$ cat src/rtl/sound_reg_sequencer.sv
// Script player: replays (addr, data, delay) table entries as single-cycle IO-register bus writes.
// Optional readback-and-compare of each write is enabled by defining SOUND_SEQ_READBACK_EN.
module sound_reg_sequencer #(
    parameter int unsigned DEPTH   = 16,
    parameter int unsigned AW      = 4,
    parameter int unsigned DELAY_W = 24
) (
    input  logic                  I_CLK,
    input  logic                  I_RESET_L,
    input  logic                  I_PROG_WE,
    input  logic [AW-1:0]         I_PROG_ADDR,
    input  logic [24+DELAY_W-1:0] I_PROG_DATA,
    input  logic [AW:0]           I_LEN,
    input  logic                  I_START,
    input  logic                  I_STOP,
    input  logic                  I_LOOP,
    output logic [15:0]           O_IOREG_ADDR,
    output logic [7:0]            O_IOREG_DATA,
    output logic                  O_IOREG_EN,
    output logic                  O_IOREG_WE_L,
    output logic                  O_NEW_SOUND,
    output logic                  O_BUSY,
    output logic                  O_DONE,
    output logic [7:0]            O_PASS_COUNT
`ifdef SOUND_SEQ_READBACK_EN
   ,input  logic [7:0]            I_IOREG_RDATA,
    output logic                  O_IOREG_RE_L,
    output logic                  O_MISMATCH
`endif
);

    localparam int unsigned EW = 24 + DELAY_W;
    localparam logic [AW:0]        LenOne = 1;
    localparam logic [AW:0]        LenMax = DEPTH[AW:0];
    localparam logic [AW-1:0]      IdxOne = 1;
    localparam logic [DELAY_W-1:0] DlyOne = 1;

    typedef enum logic [2:0] {
        StIdle, StFetch, StWrite, StHold, StWait, StNext, StRdbk, StRchk
    } state_e;

    state_e             state_q, state_d;
    logic [AW-1:0]      idx_q, idx_d;
    logic [AW:0]        len_q, len_d;
    logic [DELAY_W-1:0] cnt_q, cnt_d;
    logic [7:0]         pass_q, pass_d;
    logic               done_q, done_d;
    logic               stop_q, stop_d;
    logic               mism_q, mism_d;
    logic [EW-1:0]      rd_q;
    logic [EW-1:0]      mem [DEPTH];

    logic [DELAY_W-1:0] dly;
    logic               last;
    logic               start_ok;
    logic               done_now;

    assign dly      = rd_q[EW-1:24];
    assign last     = ({1'b0, idx_q} == (len_q - LenOne));
    assign start_ok = I_START && !I_STOP;

    // Table is not reset; writes are only honoured while idle.
    always_ff @(posedge I_CLK) begin
        if (I_PROG_WE && (state_q == StIdle)) begin
            mem[I_PROG_ADDR] <= I_PROG_DATA;
        end
    end

    always_ff @(posedge I_CLK or negedge I_RESET_L) begin
        if (!I_RESET_L) begin
            state_q <= StIdle;
            idx_q   <= '0;
            len_q   <= '0;
            cnt_q   <= '0;
            pass_q  <= '0;
            done_q  <= 1'b0;
            stop_q  <= 1'b0;
            mism_q  <= 1'b0;
            rd_q    <= '0;
        end else begin
            state_q <= state_d;
            idx_q   <= idx_d;
            len_q   <= len_d;
            cnt_q   <= cnt_d;
            pass_q  <= pass_d;
            done_q  <= done_d;
            stop_q  <= stop_d;
            mism_q  <= mism_d;
            if (state_q == StFetch) begin
                rd_q <= mem[idx_q];
            end
        end
    end

    always_comb begin
        state_d  = state_q;
        idx_d    = idx_q;
        len_d    = len_q;
        cnt_d    = cnt_q;
        pass_d   = pass_q;
        done_d   = 1'b0;
        stop_d   = stop_q;
        mism_d   = mism_q;
        done_now = 1'b0;
        unique case (state_q)
            StIdle: begin
                stop_d = 1'b0;
                if (start_ok) begin
                    pass_d = '0;
                    mism_d = 1'b0;
                    if (I_LEN == '0) begin
                        done_d = 1'b1;
                    end else begin
                        state_d = StFetch;
                        idx_d   = '0;
                        len_d   = (I_LEN > LenMax) ? LenMax : I_LEN;
                    end
                end
            end
            StFetch: state_d = I_STOP ? StIdle : StWrite;
            StWrite: begin
                // A stop here is deferred so the bus write finishes its hold cycle.
                stop_d  = I_STOP;
                state_d = StHold;
            end
            StHold: begin
                cnt_d = dly - DlyOne;
                if (stop_q || I_STOP) begin
                    state_d = StIdle;
                end else begin
`ifdef SOUND_SEQ_READBACK_EN
                    state_d = StRdbk;
`else
                    state_d = (dly == '0) ? StNext : StWait;
`endif
                end
            end
`ifdef SOUND_SEQ_READBACK_EN
            StRdbk: state_d = I_STOP ? StIdle : StRchk;
            StRchk: begin
                if (I_IOREG_RDATA != rd_q[7:0]) begin
                    mism_d = 1'b1;
                end
                if (I_STOP) begin
                    state_d = StIdle;
                end else begin
                    state_d = (dly == '0) ? StNext : StWait;
                end
            end
`endif
            StWait: begin
                if (I_STOP) begin
                    state_d = StIdle;
                end else if (cnt_q == '0) begin
                    state_d = StNext;
                end else begin
                    cnt_d = cnt_q - DlyOne;
                end
            end
            StNext: begin
                if (I_STOP) begin
                    state_d = StIdle;
                end else if (!last) begin
                    idx_d   = idx_q + IdxOne;
                    state_d = StFetch;
                end else begin
                    pass_d = pass_q + 8'd1;
                    if (I_LOOP) begin
                        idx_d   = '0;
                        state_d = StFetch;
                    end else begin
                        state_d  = StIdle;
                        done_now = 1'b1;
                    end
                end
            end
            default: state_d = StIdle;
        endcase
    end

    assign O_IOREG_ADDR = rd_q[23:8];
    assign O_IOREG_DATA = rd_q[7:0];
    assign O_IOREG_EN   = (state_q == StWrite) || (state_q == StHold);
    assign O_IOREG_WE_L = (state_q != StWrite);
    assign O_NEW_SOUND  = (state_q == StWrite) && (idx_q == '0);
    assign O_BUSY       = (state_q != StIdle);
    assign O_DONE       = done_q || done_now;
    assign O_PASS_COUNT = pass_q;
`ifdef SOUND_SEQ_READBACK_EN
    assign O_IOREG_RE_L = (state_q != StRdbk);
    assign O_MISMATCH   = mism_q;
`endif

endmodule
$ cat config.mk
export PLATFORM = sky130hd
export DESIGN_NAME = sound_reg_sequencer
export DESIGN_NICKNAME = d
export VERILOG_FILES = /design/src/rtl/sound_reg_sequencer.sv
export SDC_FILE = /design/constraint.sdc
export NUM_CORES = 1
export LEC_CHECK = 0
export BUFFER_PORTS_ARGS = -buffer_cell sky130_fd_sc_hd__buf_2
export CAP_MARGIN = 5
export CORE_MARGIN = 1
export CORE_UTILIZATION = 56
export CTS_CLUSTER_DIAMETER = 40
export DETAILED_ROUTE_END_ITERATION = 10
export PLACE_DENSITY = 0.86
export SYNTH_ARGS = -nofsm -noshare
export SYNTH_HDL_FRONTEND = slang
export SYNTH_SLANG_ARGS = --single-unit
$ cat constraint.sdc
create_clock -name I_CLK -period 4.95 [get_ports I_CLK]
set_input_delay 0.2475 -clock I_CLK [delete_from_list [all_inputs] [get_ports I_CLK]]
set_output_delay 0.2475 -clock I_CLK [all_outputs]
set_load 0.01 [all_outputs]
* After elaboration in Yosys (flattened, before gate mapping)
Memory sizes are Yosys's and may differ from the RTL's. A register that Yosys moved wholly into a read port is not among the register bits.
Cells that the tools add are included.
** Storage, ports and cells
- Bits in registers :: 46
- Bits in writable memories :: 768
- Bits of input ports :: 63
- Output and inout bits :: 37
- Word-level logic and storage cells :: 87
- Memories :: 1
** Memories
- mem :: depth 16, width 48, rd ports 1, clocked after Yosys merged registers in 1, wr ports 1, line 51 : logic [EW-1:0] mem [DEPTH];
** Cells by class
- Add/sub/neg operators :: 5
- Magnitude comparators :: 1
- Equal/unequal tests :: 15
- Muxes and demuxes :: 35
- Bitwise logic cells :: 1
- Reduce and logical (&&, ||, !) cells :: 22
** Operators by type and width (count)
- $logic_not A24 Y1 :: 2
- $mux W24 :: 2
- $pmux W24 S2 :: 1
- $sub A24 B1 Y24 const B :: 2
- $mux W8 :: 3
- $mux W4 :: 5
- $pmux W3 S6 :: 1
- $pmux W8 S2 :: 1
- $mux W3 :: 5
- $mux W1 :: 13
- $ne A2 B2 Y1 const B :: 6
- $reduce_and A3 Y1 :: 3
- $add A8 B1 Y8 const B :: 1
- $pmux W4 S2 :: 1
- $eq A3 B2 Y1 const B :: 2
- $eq A3 B3 Y1 const B :: 2
- $ne A3 B3 Y1 const B :: 2
- $reduce_bool A2 Y1 :: 3
- $eq A4 B5 Y1 :: 1
- $gt A5 B5 Y1 const B :: 1
- $logic_not A5 Y1 :: 1
- $mux W5 :: 1
- $reduce_and A5 Y1 :: 1
- $sub A5 B1 Y5 const B :: 1
- 13 further kinds :: 18

* Depth between registers and ports, before layout
- Word-level depth :: 6
- Gate-level depth with buffers :: 12
- Gate-level depth less buffers :: 8

* Least setup slack after synthesis
OpenSTA, ideal clock, no wires.
- Kind :: register to register
- Start point :: register state_q[0]
- End point :: memory mem[0][0] (netlist name), enable pin
- Setup time :: 0.513 ns
- Arrival time :: 4.593 ns
- Slack :: -0.156 ns
- Cell stages (with the launch flop) :: 6
- Buffers on the path :: 1
- Path through :: dfrtp_1 buf_6 nor3_2 nand2_1 or3_1 nor3_1
** On the way
- Cells in the longest elaborated chain, start to end :: 4
** Ends and longest elaborated chain
- start: declaration :: line 42 : state_e state_q, state_d;
- start signal: assignment :: line 71 : state_q <= StIdle;
- start signal: assignment :: line 81 : state_q <= state_d;
- $logic_not A3 Y1 :: line 64 : if (I_PROG_WE && (state_q == StIdle)) begin
- $logic_and A1 B1 Y1 :: line 64
- $mux W1 :: line 64
- $mux W1 (not written as such) :: line 65 : mem[I_PROG_ADDR] <= I_PROG_DATA;
- end: declaration :: line 51
No other way between the ends.

* Worst setup path after layout
- Start point :: register state_q[2]
- End point :: register cnt_q[22]
** On the way
- Cells in the longest elaborated chain, start to end :: 3
** Ends and longest elaborated chain
- $eq A3 B3 Y1 / $eq A3 B2 Y1 (equally long branches) :: line 105 : unique case (state_q)
- $ne A2 B2 Y1 (no source line) / $reduce_bool A2 Y1 (equally long branches)
- $reduce_and A3 Y1 (no source line)
- end signal: assignment :: line 84 : cnt_q <= cnt_d;
- end: declaration :: line 45 : logic [DELAY_W-1:0] cnt_q, cnt_d;
Several ways; a longest one is shown, not always the timed one.
A chain may end at the register's enable or synchronous reset.

==> impl_metrics.ini <==
[status]
status = finished clean

[grt]
grt_pass1_wl_um = 123000
grt_max_degree = 67
grt_usage_pct = 27.3
grt_pass1_vias = 18981
overflow = 0
antenna_found_initial = 1

[worst_setup_path]
critical_path.max_fanout = 45
r2r_cells = 9
crit_path_end_kind = register
path_class = register to register
timing.critical_path.arrival_ps = 3990
startpoint = state_q[2]$_DFFE_PN0P_
regToRegStartpoint = state_q[2]$_DFFE_PN0P_
setup.worst_path.start_class = register
r2r_setup_slack_ps = 1520
cp_data_required_time_ps = 5510

[cts]
cts_buffers = 97
cts.repair.resized = 0
clkTransAtPathRegs_ps = 50
cts_tree = built
postCtsSetupBuffers = 0
cts_htree_levels = 3
clockBufferDepth = 3
clk_latency_ps = 640
clkSinkCount = 862
cts_root_buffer = clkbuf_16

[place]
place_hpwl_um = 39900
place_ws_ps = 1740
port-buffer-count = 99
gp_congestion = 0.890

[power]
powerDensity_nw_per_um2 = 464
leakagePower_uw = 0.0129
ir_drop_mv = 0.327

[timing]
fin_ws_ps = 1520
tightest_slew_ps = 1190
slew_viol_final = 0
fin_skew_ps = 25.8
post-route-period-util_pct = 69.2
relSlewSlack_pct = 20.7
rsz0062_at_grt = no
tns_ps = 0
min_period_ps = 3430
fmax_mhz = 292
setup_violations = 0
hold_viol = 0

[finish]
fillers = 3629
multi_input_area_sq_um = 8490
syn2layout_area_growth_pct = 15.4
nets = 1918
regArea_sq_um = 25400
drive_gt1_share_pct = 32.4

[yosys]
ys_types = 76
synth_top_flop_cell = edfxtp_1
synthSimpleGateAreaFrac_pct = 3.47
yosys.area_share.xor_xnor_pct = 0.269
async_flop_share_pct = 10.9
synthesis.area_sq_um = 34400
synth.yosys.seq_area_share_pct = 73.8
postSynthAreaPerCell_sq_um = 20.7
synth_nets = 1733
netlist_instances = 1665
synthAdderAreaFrac_pct = 0.182
synth-seq-cells = 862
synth_edf_count = 768
yosys_warnings = 0
synth_top_family_by_area = multiplexers
synth_compound_area_share_pct = 2.82
synth_mux_area_share_pct = 17.6

[route]
wl_per_cell_um = 30.6
ant_nets = 0
viasPerCell = 6.77
drt-initial-drc-count = 2346
finalWirelength_um = 83200
drc = 0
drt_pre_antenna_iters = 8
vias = 18377

[floorplanning]
start_util_pct = 56.8
io_pins = 100
die_h_um = 250
rows = 90
die_w_um = 250
die_area_sq_um = 62500
core_area_sq_um = 60600

[flow_run]
cap_violations = 0

[min_path]
hold_path.class = input port to register
holdPathStages = 4
hold_start = I_LOOP
[power breakdown]
part,switching [uW],internal (uW)
Combinational,1170,989
Clock,2970,4310
Sequential,574,8400
[critical path, stage by stage, from the launching register on]
cell and delay [ps]:
dfrtp_1 580, nor3b_4 250, buf_4 440, mux2i_1 360, ha_1 470, nand2_1 90
o22ai_1 520, nand4_1 270, mux2i_1 220, o21a_1 130
[logic make-up (layout without fill, tap and decap cells)]
| family | count (synthesis) | count (layout) |
|---|---|---|
| multiplexers | 298 | 298 |
| other | 0 | 2 |
| flip-flops | 862 | 862 |
| AND/OR/NAND/NOR | 233 | 233 |
| buffers and inverters | 126 | 393 |
| XOR/XNOR | 9 | 9 |
| AO/OA/AOI/OAI | 132 | 132 |
| adder cells (fa/ha/maj) | 5 | 5 |
[worst paths after layout]
kind / endpoint
max: cnt_q[22]$_DFFE_PN0P_
min: idx_q[2]$_DFFE_PN0P_
max reg2reg: cnt_q[22]$_DFFE_PN0P_
min reg2reg: rd_q[20]$_DFFE_PN0N_
max in group asynchronous: cnt_q[16]$_DFFE_PN0P_
min in group asynchronous: rd_q[34]$_DFFE_PN0N_
[layout make-up]
cell class	count	area share, %
antenna	2	0.0126
clock buffer	122	6.58
clock inverter	59	1.69
inverter	15	0.148
multi-input combinational	677	21.4
sequential	862	64.0
tap	782	2.46
timing repair buffer	197	3.72
[placed cells by master, fill, tap and decap left out, drive strengths merged, types with 6 or more instances in the layout]
cell         count
inv             22
o31ai            7
a22o             6
nor3            34
clkinvlp         9
nand2           50
nor4             9
nand3            9
a21oi           28
mux2            50
mux4           240
or4             10
clkinv          33
nor2            72
o21ai           28
mux2i            8
clkbuf         122
edfxtp         768
dlygate4sd3     58
dfrtp           94
or3              8
a211oi           8
o21a             7
nand2b           9
bufinv          10
buf            139
[metal layers]
layer  up-vias  track usage [%]  wire [um]
met5         -                0          0
met4         0             9.58       2880
met3       260             6.18       8410
met2      1310             44.0      41200
met1      9521             36.9      30700
li1       7286                -          -
[cell usage after synthesis (3+ instances only)]
library cell	count	area share (%)
a211o_1	3	0.076
a211oi_1	5	0.11
a211oi_2	3	0.11
a21oi_1	28	0.41
a22o_1	6	0.15
a311oi_1	4	0.10
a31oi_1	3	0.055
a32o_1	4	0.12
and2_1	4	0.073
and3_1	3	0.055
buf_1	13	0.14
buf_2	26	0.38
buf_4	25	0.55
buf_6	5	0.16
clkbuf_1	42	0.46
dfrtp_1	94	6.8
edfxtp_1	768	67
ha_1	5	0.18
inv_1	14	0.15
mux2_2	50	1.6
mux2i_1	8	0.23
mux4_2	240	16
nand2_1	50	0.55
nand2b_1	9	0.16
nand3_1	9	0.13
nand3b_1	4	0.087
nand4_1	3	0.055
nor2_1	71	0.77
nor3_1	32	0.47
nor3b_1	4	0.087
nor4_1	8	0.15
o211ai_1	3	0.065
o21a_1	7	0.15
o21ai_0	27	0.39
o22ai_1	3	0.055
o31ai_1	7	0.15
or3_1	8	0.15
or4_1	10	0.22
xnor2_1	3	0.076
xor2_1	5	0.13
[stage by stage]
stage | utilization (%) | total power, uW | hold slack (ps) | instances | cell area [sq um]
6_report | 65.6 | 18400 | 147 | 2716 | 39700
3_3_place_gp | 59.2 | 11000 | 475 | 2475 | 35900
2_1_floorplan | - | 10500 | -48.1 | 1665 | 34400
3_5_place_dp | 59.2 | 11100 | 488 | 2475 | 35900
4_1_cts | 65.6 | 18400 | 113 | 2714 | 39700
5_1_grt | 65.6 | 18900 | 169 | 2714 | 39700
[registers in the layout (all words and copies together), names as in the netlist]
name          cells
stop_q            1
state_q           3
len_q             5
rd_q             48
O_PASS_COUNT      8
cnt_q            24
mem             768
idx_q             4
done_q            1
[timing repair]
action | 4_1_cts | 5_1_grt
endpoints found under the setup margin | 0 | 0
hold buffers | 58 | 0
endpoints found under the hold margin | 836 | 0
(Power assumes the default switching activity.)
